[config.mk]
export PLATFORM = sky130hd
export DESIGN_NAME = puf_sequencer_flat
export DESIGN_NICKNAME = d
export VERILOG_FILES = /design/src/rtl/puf_sequencer_if.sv /design/src/rtl/puf_sequencer.sv /design/src/flat_wrapper.sv
export SDC_FILE = /design/constraint.sdc
export NUM_CORES = 1
export LEC_CHECK = 0
export CORE_UTILIZATION = 29
export DETAILED_ROUTE_END_ITERATION = 10
export GPL_ROUTABILITY_DRIVEN = 0
export GPL_TIMING_DRIVEN = 1
export SLEW_MARGIN = 20
export SYNTH_ARGS = -nofsm -noshare
export SYNTH_HDL_FRONTEND = slang
export SYNTH_SLANG_ARGS = --single-unit
export TNS_END_PERCENT = 30
[constraint.sdc]
create_clock -name clk -period 1.8 [get_ports clk]
set_input_delay 0.36 -clock clk [delete_from_list [all_inputs] [get_ports clk]]
set_output_delay 0.36 -clock clk [all_outputs]
set_load 0.05 [all_outputs]
[src/rtl/puf_sequencer_if.sv]
// Request/response bundle between a PUF consumer and the puf_sequencer.
// The consumer drives the master side; the sequencer implements the slave side.
interface puf_sequencer_if #(
  parameter int SEL_W     = 2,
  parameter int CHAL_W    = 128,
  parameter int RESP_BITS = 8
);
  logic                 start;
  logic                 abort;
  logic [SEL_W-1:0]     ring_sel;
  logic [CHAL_W-1:0]    challenge;
  logic                 busy;
  logic                 resp_valid;
  logic                 resp_ready;
  logic [RESP_BITS-1:0] resp;
  logic [RESP_BITS-1:0] resp_unstable;

  modport master (
    output start, abort, ring_sel, challenge, resp_ready,
    input  busy, resp_valid, resp, resp_unstable
  );

  modport slave (
    input  start, abort, ring_sel, challenge, resp_ready,
    output busy, resp_valid, resp, resp_unstable
  );
endinterface

[src/rtl/puf_sequencer.sv]
// Bistable-ring PUF sequencer: per-bit reset/settle/sample with majority vote, LFSR challenge stepping.
// Latency: resp_valid RESP_BITS*VOTES*(RST_CYCLES+SETTLE_CYCLES+1) cycles after start; PUF_STABILITY_EN adds stability flags/counter.
// Backpressure: response held in DONE until resp_ready; start outside IDLE is dropped, abort cancels at any time.
module puf_sequencer #(
  parameter int NUM_RINGS     = 3,
  parameter int SEL_W         = 2,
  parameter int CHAL_W        = 128,
  parameter int RESP_BITS     = 8,
  parameter int VOTES         = 3,
  parameter int RST_CYCLES    = 4,
  parameter int SETTLE_CYCLES = 16,
  parameter logic [CHAL_W-1:0] TAPS =
    CHAL_W'({1'b1, 1'b0, 1'b1, 24'b0, 1'b1, 1'b0, 1'b1, 98'b0})
) (
  input  logic                 clk,
  input  logic                 reset_n,
  puf_sequencer_if.slave       req,
  input  logic [NUM_RINGS-1:0] ring_out,
  output logic [NUM_RINGS-1:0] ring_reset,
  output logic [CHAL_W-1:0]    chal_out
`ifdef PUF_STABILITY_EN
  ,
  output logic [15:0]          unstable_cnt
`endif
);

  localparam int CYC_MAX = (RST_CYCLES > SETTLE_CYCLES) ? RST_CYCLES : SETTLE_CYCLES;
  localparam int CYC_W   = $clog2(CYC_MAX + 1);
  localparam int VOTE_W  = $clog2(VOTES + 1);
  localparam int BIT_W   = $clog2(RESP_BITS + 1);

  localparam logic [CYC_W-1:0]  RST_LAST    = CYC_W'(RST_CYCLES - 1);
  localparam logic [CYC_W-1:0]  SETTLE_LAST = CYC_W'(SETTLE_CYCLES - 1);
  localparam logic [VOTE_W-1:0] VOTE_LAST   = VOTE_W'(VOTES - 1);
  localparam logic [VOTE_W-1:0] VOTE_HALF   = VOTE_W'(VOTES / 2);
  localparam logic [BIT_W-1:0]  BIT_LAST    = BIT_W'(RESP_BITS - 1);
  localparam logic [SEL_W-1:0]  SEL_MAX     = SEL_W'(NUM_RINGS - 1);

  typedef enum logic [2:0] {
    ST_IDLE   = 3'd0,
    ST_RESET  = 3'd1,
    ST_SETTLE = 3'd2,
    ST_SAMPLE = 3'd3,
    ST_DONE   = 3'd4
  } state_t;

  state_t               state_q, state_d;
  logic [CYC_W-1:0]     cyc_q;
  logic [VOTE_W-1:0]    vote_q;
  logic [VOTE_W-1:0]    ones_q;
  logic [BIT_W-1:0]     bit_q;
  logic [SEL_W-1:0]     sel_q;
  logic [SEL_W-1:0]     sel_clamped;
  logic [CHAL_W-1:0]    chal_q;
  logic [RESP_BITS-1:0] resp_q;
  logic [NUM_RINGS-1:0] sync_q1, sync_q2;
  logic [NUM_RINGS-1:0] sel_onehot;
  logic                 sample_bit;
  logic [VOTE_W-1:0]    ones_nxt;
  logic                 bit_val;
  logic                 feedback;
  logic                 accept;
  logic                 sample_fire;
  logic                 vote_last;
  logic                 bit_last;

  // Ring outputs are fully asynchronous; only the selected lane is ever consumed.
  always_ff @(posedge clk or negedge reset_n) begin
    if (!reset_n) begin
      sync_q1 <= '0;
      sync_q2 <= '0;
    end else begin
      sync_q1 <= ring_out;
      sync_q2 <= sync_q1;
    end
  end

  always_comb begin
    sel_clamped = (req.ring_sel > SEL_MAX) ? SEL_MAX : req.ring_sel;
    sel_onehot  = NUM_RINGS'(1) << sel_q;
    sample_bit  = |(sync_q2 & sel_onehot);
    ones_nxt    = ones_q + VOTE_W'(sample_bit);
    bit_val     = (ones_nxt > VOTE_HALF);
    feedback    = ^(chal_q & TAPS);
    vote_last   = (vote_q == VOTE_LAST);
    bit_last    = (bit_q == BIT_LAST);
    accept      = (state_q == ST_IDLE) && req.start && !req.abort;
    sample_fire = (state_q == ST_SAMPLE) && !req.abort;
  end

  always_ff @(posedge clk or negedge reset_n) begin
    if (!reset_n) state_q <= ST_IDLE;
    else          state_q <= state_d;
  end

  always_comb begin
    state_d = state_q;
    case (state_q)
      ST_IDLE: begin
        if (accept) state_d = ST_RESET;
      end
      ST_RESET: begin
        if (req.abort)             state_d = ST_IDLE;
        else if (cyc_q == RST_LAST) state_d = ST_SETTLE;
      end
      ST_SETTLE: begin
        if (req.abort)                state_d = ST_IDLE;
        else if (cyc_q == SETTLE_LAST) state_d = ST_SAMPLE;
      end
      ST_SAMPLE: begin
        if (req.abort)                state_d = ST_IDLE;
        else if (vote_last && bit_last) state_d = ST_DONE;
        else                          state_d = ST_RESET;
      end
      ST_DONE: begin
        if (req.abort || req.resp_ready) state_d = ST_IDLE;
      end
      default: state_d = ST_IDLE;
    endcase
  end

  // Phase timer restarts on every state change so RESET/SETTLE each count from zero.
  always_ff @(posedge clk or negedge reset_n) begin
    if (!reset_n) begin
      cyc_q <= '0;
    end else if (state_d != state_q) begin
      cyc_q <= '0;
    end else if ((state_q == ST_RESET) || (state_q == ST_SETTLE)) begin
      cyc_q <= cyc_q + CYC_W'(1);
    end
  end

  always_ff @(posedge clk or negedge reset_n) begin
    if (!reset_n) begin
      sel_q  <= '0;
      chal_q <= '0;
      resp_q <= '0;
      vote_q <= '0;
      ones_q <= '0;
      bit_q  <= '0;
    end else if (accept) begin
      sel_q  <= sel_clamped;
      chal_q <= req.challenge;
      vote_q <= '0;
      ones_q <= '0;
      bit_q  <= '0;
    end else if (sample_fire) begin
      if (!vote_last) begin
        vote_q <= vote_q + VOTE_W'(1);
        ones_q <= ones_nxt;
      end else begin
        vote_q <= '0;
        ones_q <= '0;
        // First resolved bit walks up to the MSB as later bits arrive.
        resp_q <= (resp_q << 1) | RESP_BITS'(bit_val);
        chal_q <= (chal_q << 1) | CHAL_W'(feedback);
        if (!bit_last) bit_q <= bit_q + BIT_W'(1);
      end
    end
  end

`ifdef PUF_STABILITY_EN
  logic [RESP_BITS-1:0] unst_q;
  logic [15:0]          unst_cnt_q;
  logic                 bit_unstable;

  always_comb begin
    bit_unstable = (ones_nxt != '0) && (ones_nxt != VOTE_W'(VOTES));
  end

  always_ff @(posedge clk or negedge reset_n) begin
    if (!reset_n) begin
      unst_q     <= '0;
      unst_cnt_q <= '0;
    end else if (sample_fire && vote_last) begin
      unst_q <= (unst_q << 1) | RESP_BITS'(bit_unstable);
      if (bit_unstable && (unst_cnt_q != 16'hFFFF)) unst_cnt_q <= unst_cnt_q + 16'd1;
    end
  end

  assign req.resp_unstable = unst_q;
  assign unstable_cnt      = unst_cnt_q;
`else
  assign req.resp_unstable = '0;
`endif

  // Only the selected ring is ever released, and only while it settles and is sampled.
  always_comb begin
    ring_reset = '1;
    if ((state_q == ST_SETTLE) || (state_q == ST_SAMPLE)) ring_reset = ~sel_onehot;
  end

  assign chal_out       = chal_q;
  assign req.resp       = resp_q;
  assign req.busy       = (state_q != ST_IDLE);
  assign req.resp_valid = (state_q == ST_DONE);

endmodule

[src/flat_wrapper.sv]
// flat-port wrapper written by rule: the top's interface ports become plain ports
module puf_sequencer_flat 
#(
  parameter int NUM_RINGS     = 3,
  parameter int SEL_W         = 2,
  parameter int CHAL_W        = 128,
  parameter int RESP_BITS     = 8,
  parameter int VOTES         = 3,
  parameter int RST_CYCLES    = 4,
  parameter int SETTLE_CYCLES = 16,
  parameter logic [CHAL_W-1:0] TAPS =
    CHAL_W'({1'b1, 1'b0, 1'b1, 24'b0, 1'b1, 1'b0, 1'b1, 98'b0})
)
  (clk, reset_n, ring_out, ring_reset, chal_out, req_start, req_abort, req_ring_sel, req_challenge, req_resp_ready, req_busy, req_resp_valid, req_resp, req_resp_unstable);
  puf_sequencer_if #(.SEL_W(SEL_W), .CHAL_W(CHAL_W), .RESP_BITS(RESP_BITS)) req_i ();
  input  logic clk;
  input  logic reset_n;
  input  logic [NUM_RINGS-1:0] ring_out;
  output logic [NUM_RINGS-1:0] ring_reset;
  output logic [CHAL_W-1:0] chal_out;
  input wire logic [$bits(req_i.start)-1:0] req_start;
  input wire logic [$bits(req_i.abort)-1:0] req_abort;
  input wire logic [$bits(req_i.ring_sel)-1:0] req_ring_sel;
  input wire logic [$bits(req_i.challenge)-1:0] req_challenge;
  input wire logic [$bits(req_i.resp_ready)-1:0] req_resp_ready;
  output wire logic [$bits(req_i.busy)-1:0] req_busy;
  output wire logic [$bits(req_i.resp_valid)-1:0] req_resp_valid;
  output wire logic [$bits(req_i.resp)-1:0] req_resp;
  output wire logic [$bits(req_i.resp_unstable)-1:0] req_resp_unstable;
  assign req_i.start = req_start;
  assign req_i.abort = req_abort;
  assign req_i.ring_sel = req_ring_sel;
  assign req_i.challenge = req_challenge;
  assign req_i.resp_ready = req_resp_ready;
  assign req_busy = req_i.busy;
  assign req_resp_valid = req_i.resp_valid;
  assign req_resp = req_i.resp;
  assign req_resp_unstable = req_i.resp_unstable;
  puf_sequencer #(.NUM_RINGS(NUM_RINGS), .SEL_W(SEL_W), .CHAL_W(CHAL_W), .RESP_BITS(RESP_BITS), .VOTES(VOTES), .RST_CYCLES(RST_CYCLES), .SETTLE_CYCLES(SETTLE_CYCLES), .TAPS(TAPS)) u_core (.clk(clk), .reset_n(reset_n), .req(req_i), .ring_out(ring_out), .ring_reset(ring_reset), .chal_out(chal_out));
endmodule
==> flow_summary_export.csv <==
group,metric,value,unit
power_and_ir_drop,peakVddDrop,0.000721,V
drt,routed_wl,26100,um
place,place_hpwl,16900,um
sta,slew_violations,0,
worst_setup_path,cp.buffers_inverters,5,
power_and_ir_drop,comb_power_share,40.3,%
power_and_ir_drop,cellPowerDensity,1180,nW/um^2
sta,period_needed,1.96,ns
place,placed_cells,1433,
grt,grt_pass1_vias,7071,
finish,drive_gt1_share,31.5,%
yosys,synth_xor_area_share,1.19,%
sta,whs,0.351,ns
worst_setup_path,ff2ff_setup_slack,-0.16,ns
grt,grt_max_degree,49,
sta,worst_pin_slew,0.530,ns
sta,layout_setup_ws,-0.158,ns
worst_setup_path,cp-startpoint,"u_core.state_q[2]$_DFF_PN0_",
worst_setup_path,regToRegEndpoint,"u_core.chal_out[110]$_DFFE_PN0P_",
sta,setup_viol,130,
yosys,synth_top_area_share,54.4,%
finish,seq_area,4010,um^2
finish,area_growth,66.5,%
yosys,synth_compound_area_share,12.6,%
clock_network,root_buffer,"clkbuf_16",
drt,ant_nets,0,
place,portBuffers,278,
sta,hold_viol,0,
yosys,yosysWarningCount,0,
grt,antenna_found_initial,0,
sta,fin_tns_setup,-4.70,ns
worst_setup_path,path_depth,9,
yosys,synthTopCellsByArea,"dfrtp_1 (54%), nand2_1 (12%), a31oi_1 (8.4%)",
yosys,netlist_area,7360,um^2
flow_run,drv_cap,0,
clock_network,cts_tree,"yes",
yosys,ys_seq_area_share,54.4,%
yosys,synth_edf_count,0,
drt,firstDrtPassIters,5,
worst_setup_path,rr_worst_depth,9,
yosys,synth_top_family_by_area,"simple AND/OR/NAND/NOR gates",
power_and_ir_drop,leakagePower,0.00542,uW
clock_network,cts_sinks,160,
yosys,ys_seq_elements,160,
yosys,synth_ff_type,"dfrtp_1",
drt,drcViolationCount,0,
finish,instances_no_fill,1501,
floorplanning,ios,287,
worst_setup_path,rr_startpoint,"u_core.state_q[2]$_DFF_PN0_",
yosys,ys_types,46,
power_and_ir_drop,switching_power,6220,uW
power_and_ir_drop,p_sw_share,43.1,%
worst_setup_path,crit_path_start_kind,"register",
worst_setup_path,crit_path_end,"u_core.chal_out[110]$_DFFE_PN0P_",
yosys,synthAdderAreaFrac,0.680,%
sta,fmax,511,MHz
grt,grtUsageTotal,18.4,%
power_and_ir_drop,power,14400,uW
power_and_ir_drop,power_frac_clock,24.5,%
clock_network,numCtsBuffers,17,
finish,final_util,49.8,%
worst_setup_path,crit_path_end_kind,"register",
yosys,yosys.area_share.simple,24.4,%
drt,vias,7349,
floorplanning,core_area,24600,um^2
sta,rsz0062_at_grt,"true",
yosys,synthArstFlopShare,100,%
worst_setup_path,crit_arrival,2.28,ns
yosys,synth_top_area_cell,"dfrtp_1",
floorplanning,die_w,161,um
worst_setup_path,cp_data_required_time,2.13,ns
clock_network,ctsLongestPathBuffers,2,
sta,finalClockSkew,0.00964,ns
power_and_ir_drop,p_int,8210,uW
worst_setup_path,cpMostUsedCell,"buf_6",
floorplanning,rows,57,
finish,fill_cells,2313,
clock_network,clk_latency,0.42,ns
clock_network,clk_pin_slew,0.07,ns
power_and_ir_drop,seqPwrFrac,35.2,%
run_status,violations,"negative setup slack",
worst_setup_path,path_max_fanout,24,
yosys,avgSynthCellArea,8.81,um^2
worst_setup_path,cp_slowest_cell,"dfrtp_1",
run_status,status,"complete, but fails checks",
floorplanning,dieArea,26000,um^2
finish,multiInputGateArea,3480,um^2
floorplanning,die_height,161,um
worst_hold_path,holdCritPathClass,"reg2reg",
floorplanning,initial_core_util,29.9,%
worst_setup_path,cp_top_family,"buffers and inverters",
finish,layout.nets,1306,
worst_setup_path,critical_path_class,"reg2reg",
yosys,muxShareOfSynthArea,0.833,%
yosys,syn_inst,835,
grt,grt.overflow.total,0,
finish,insertedDiodeCount,0,
drt,drt_iter0_drc,509,
drt,wl_per_cell,17.4,um
clock_network,htree_levels,4,
worst_setup_path,critPathMaxStageDelay,0.41,ns
worst_setup_path,cp_cell_sequence,"buf_6 -> buf_4 -> nand4bb_4 -> buf_6 -> nor2_8 -> buf_12 -> clkbuf_16 -> nand2_1 -> a31oi_1",
grt,grt_pass1_wl,37900,um
sta,period_share,109,%
drt,vias_per_cell,4.90,
sta,max-slew-margin-rel,64.2,%
-- routing by layer --
metal / track usage [%] / share of wire, % / routed length (um)
met2: 29.8 / 48 / 12600
met4: 6.52 / 2.0 / 521
met5: 0 / 0 / 0
met3: 4.55 / 6.1 / 1610
met1: 23.9 / 44 / 11400
-- cells in the final DEF (no fill, tap or decap), types with 24 or more instances in the layout --
| master | instances |
|---|---|
| o22ai_2 | 24 |
| nor3_1 | 31 |
| buf_4 | 179 |
| a31oi_1 | 95 |
| nor2_1 | 108 |
| nor2_2 | 29 |
| nand2_1 | 219 |
| clkdlybuf4s50_1 | 136 |
| clkbuf_16 | 30 |
| dfrtp_1 | 159 |
-- synthesized netlist by cell type, drive strengths merged, types with 2 or more instances --
master  number
a31oi       99
ha           4
nand2b       2
o21ai        7
buf         51
xnor2        8
o22ai       29
nor2       141
nand3b       3
or3          3
a21oi        9
inv          3
xor2         2
and3         2
nor3        35
mux2i        5
nand3        5
dfrtp      160
nor2b        3
clkbuf      20
nand2      229
nor4b        2
-- stage by stage --
| stage | cell area, um^2 | setup WS, ns |
|---|---|---|
| 3_5_place_dp | 10500 | -0.290 |
| 2_1_floorplan | 7390 | 0.0635 |
| 4_1_cts | 11300 | -0.163 |
| 5_1_grt | 12200 | -0.224 |
| 3_3_place_gp | 10500 | -0.258 |
| 6_report | 12200 | -0.158 |
-- worst min path at each step --
stage | startpoint | to | slack [ns] | depth (start not counted)
floorplan | reset_n | u_core.bit_q[0]$_DFFE_PN0P_ | 0.06 | 0
finish | u_core.sync_q1[0]$_DFF_PN0_ | u_core.sync_q2[0]$_DFF_PN0_ | 0.35 | 0
CTS | ring_out[1] | u_core.sync_q1[1]$_DFF_PN0_ | 0.35 | 1
global placement | reset_n | u_core.req.resp[2]$_DFFE_PN0P_ | 0.30 | 1
detailed placement | reset_n | u_core.req.resp[2]$_DFFE_PN0P_ | 0.31 | 1
global route | u_core.sync_q1[0]$_DFF_PN0_ | u_core.sync_q2[0]$_DFF_PN0_ | 0.35 | 0
-- state kept, by name, summed over array words and instances (netlist names) --
name and flops:
u_core.cyc_q 5, u_core.sync_q1 3, u_core.vote_q 2, u_core.bit_q 4, u_core.state_q 3, u_core.sel_q 2, u_core.ones_q 2, u_core.req.resp 8
u_core.sync_q2 3, u_core.chal_out 128
-- cells by family (layout without fill, tap and decap cells) --
family                     after synthesis  count (layout)
buffers and inverters                   74             409
muxes                                    6               6
xor gates and xnor gates                10              10
other                                    1               8
AOI/OAI and AO/OA                      148             148
DFF                                    160             160
adders and majority gates                4               4
and+or+nand+nor                        432             432
-- final cells by class --
class	count	share of cell area, %
sequential	160	32.7
timing repair buffer	374	30.9
multi-input combinational	608	28.4
clock buffer	19	3.62
tap	324	3.31
clock inverter	13	0.970
inverter	3	0.0919
-- power by group through the flow --
stage | sequential [uW] | combinational [uW] | clock, uW
floorplan | 7370 | 1080 | 0
global placement | 5100 | 5450 | 0
detailed placement | 5100 | 5510 | 0
CTS | 5060 | 5600 | 3630
global route | 5200 | 6120 | 3780
finish | 5080 | 5820 | 3540
-- worst reg2reg max path, delay by kind of cell (launching register included) --
family,cells,cell delay (ns)
AOI/OAI and AO/OA,1,0.18
buffers and inverters,5,0.83
DFF,1,0.41
and+or+nand+nor,3,0.45
-- repair_timing --
| action | 4_1_cts | 5_1_grt |
|---|---|---|
| gates cloned | 0 | 14 |
| endpoints found under the hold margin | 30 | 0 |
| gates resized for setup | 40 | 102 |
| buffers inserted | 11 | 11 |
| hold buffers | 1 | 0 |
| endpoints found under the setup margin | 10 | 154 |
| pin swaps | 14 | 86 |
(Power assumes the default switching activity.)
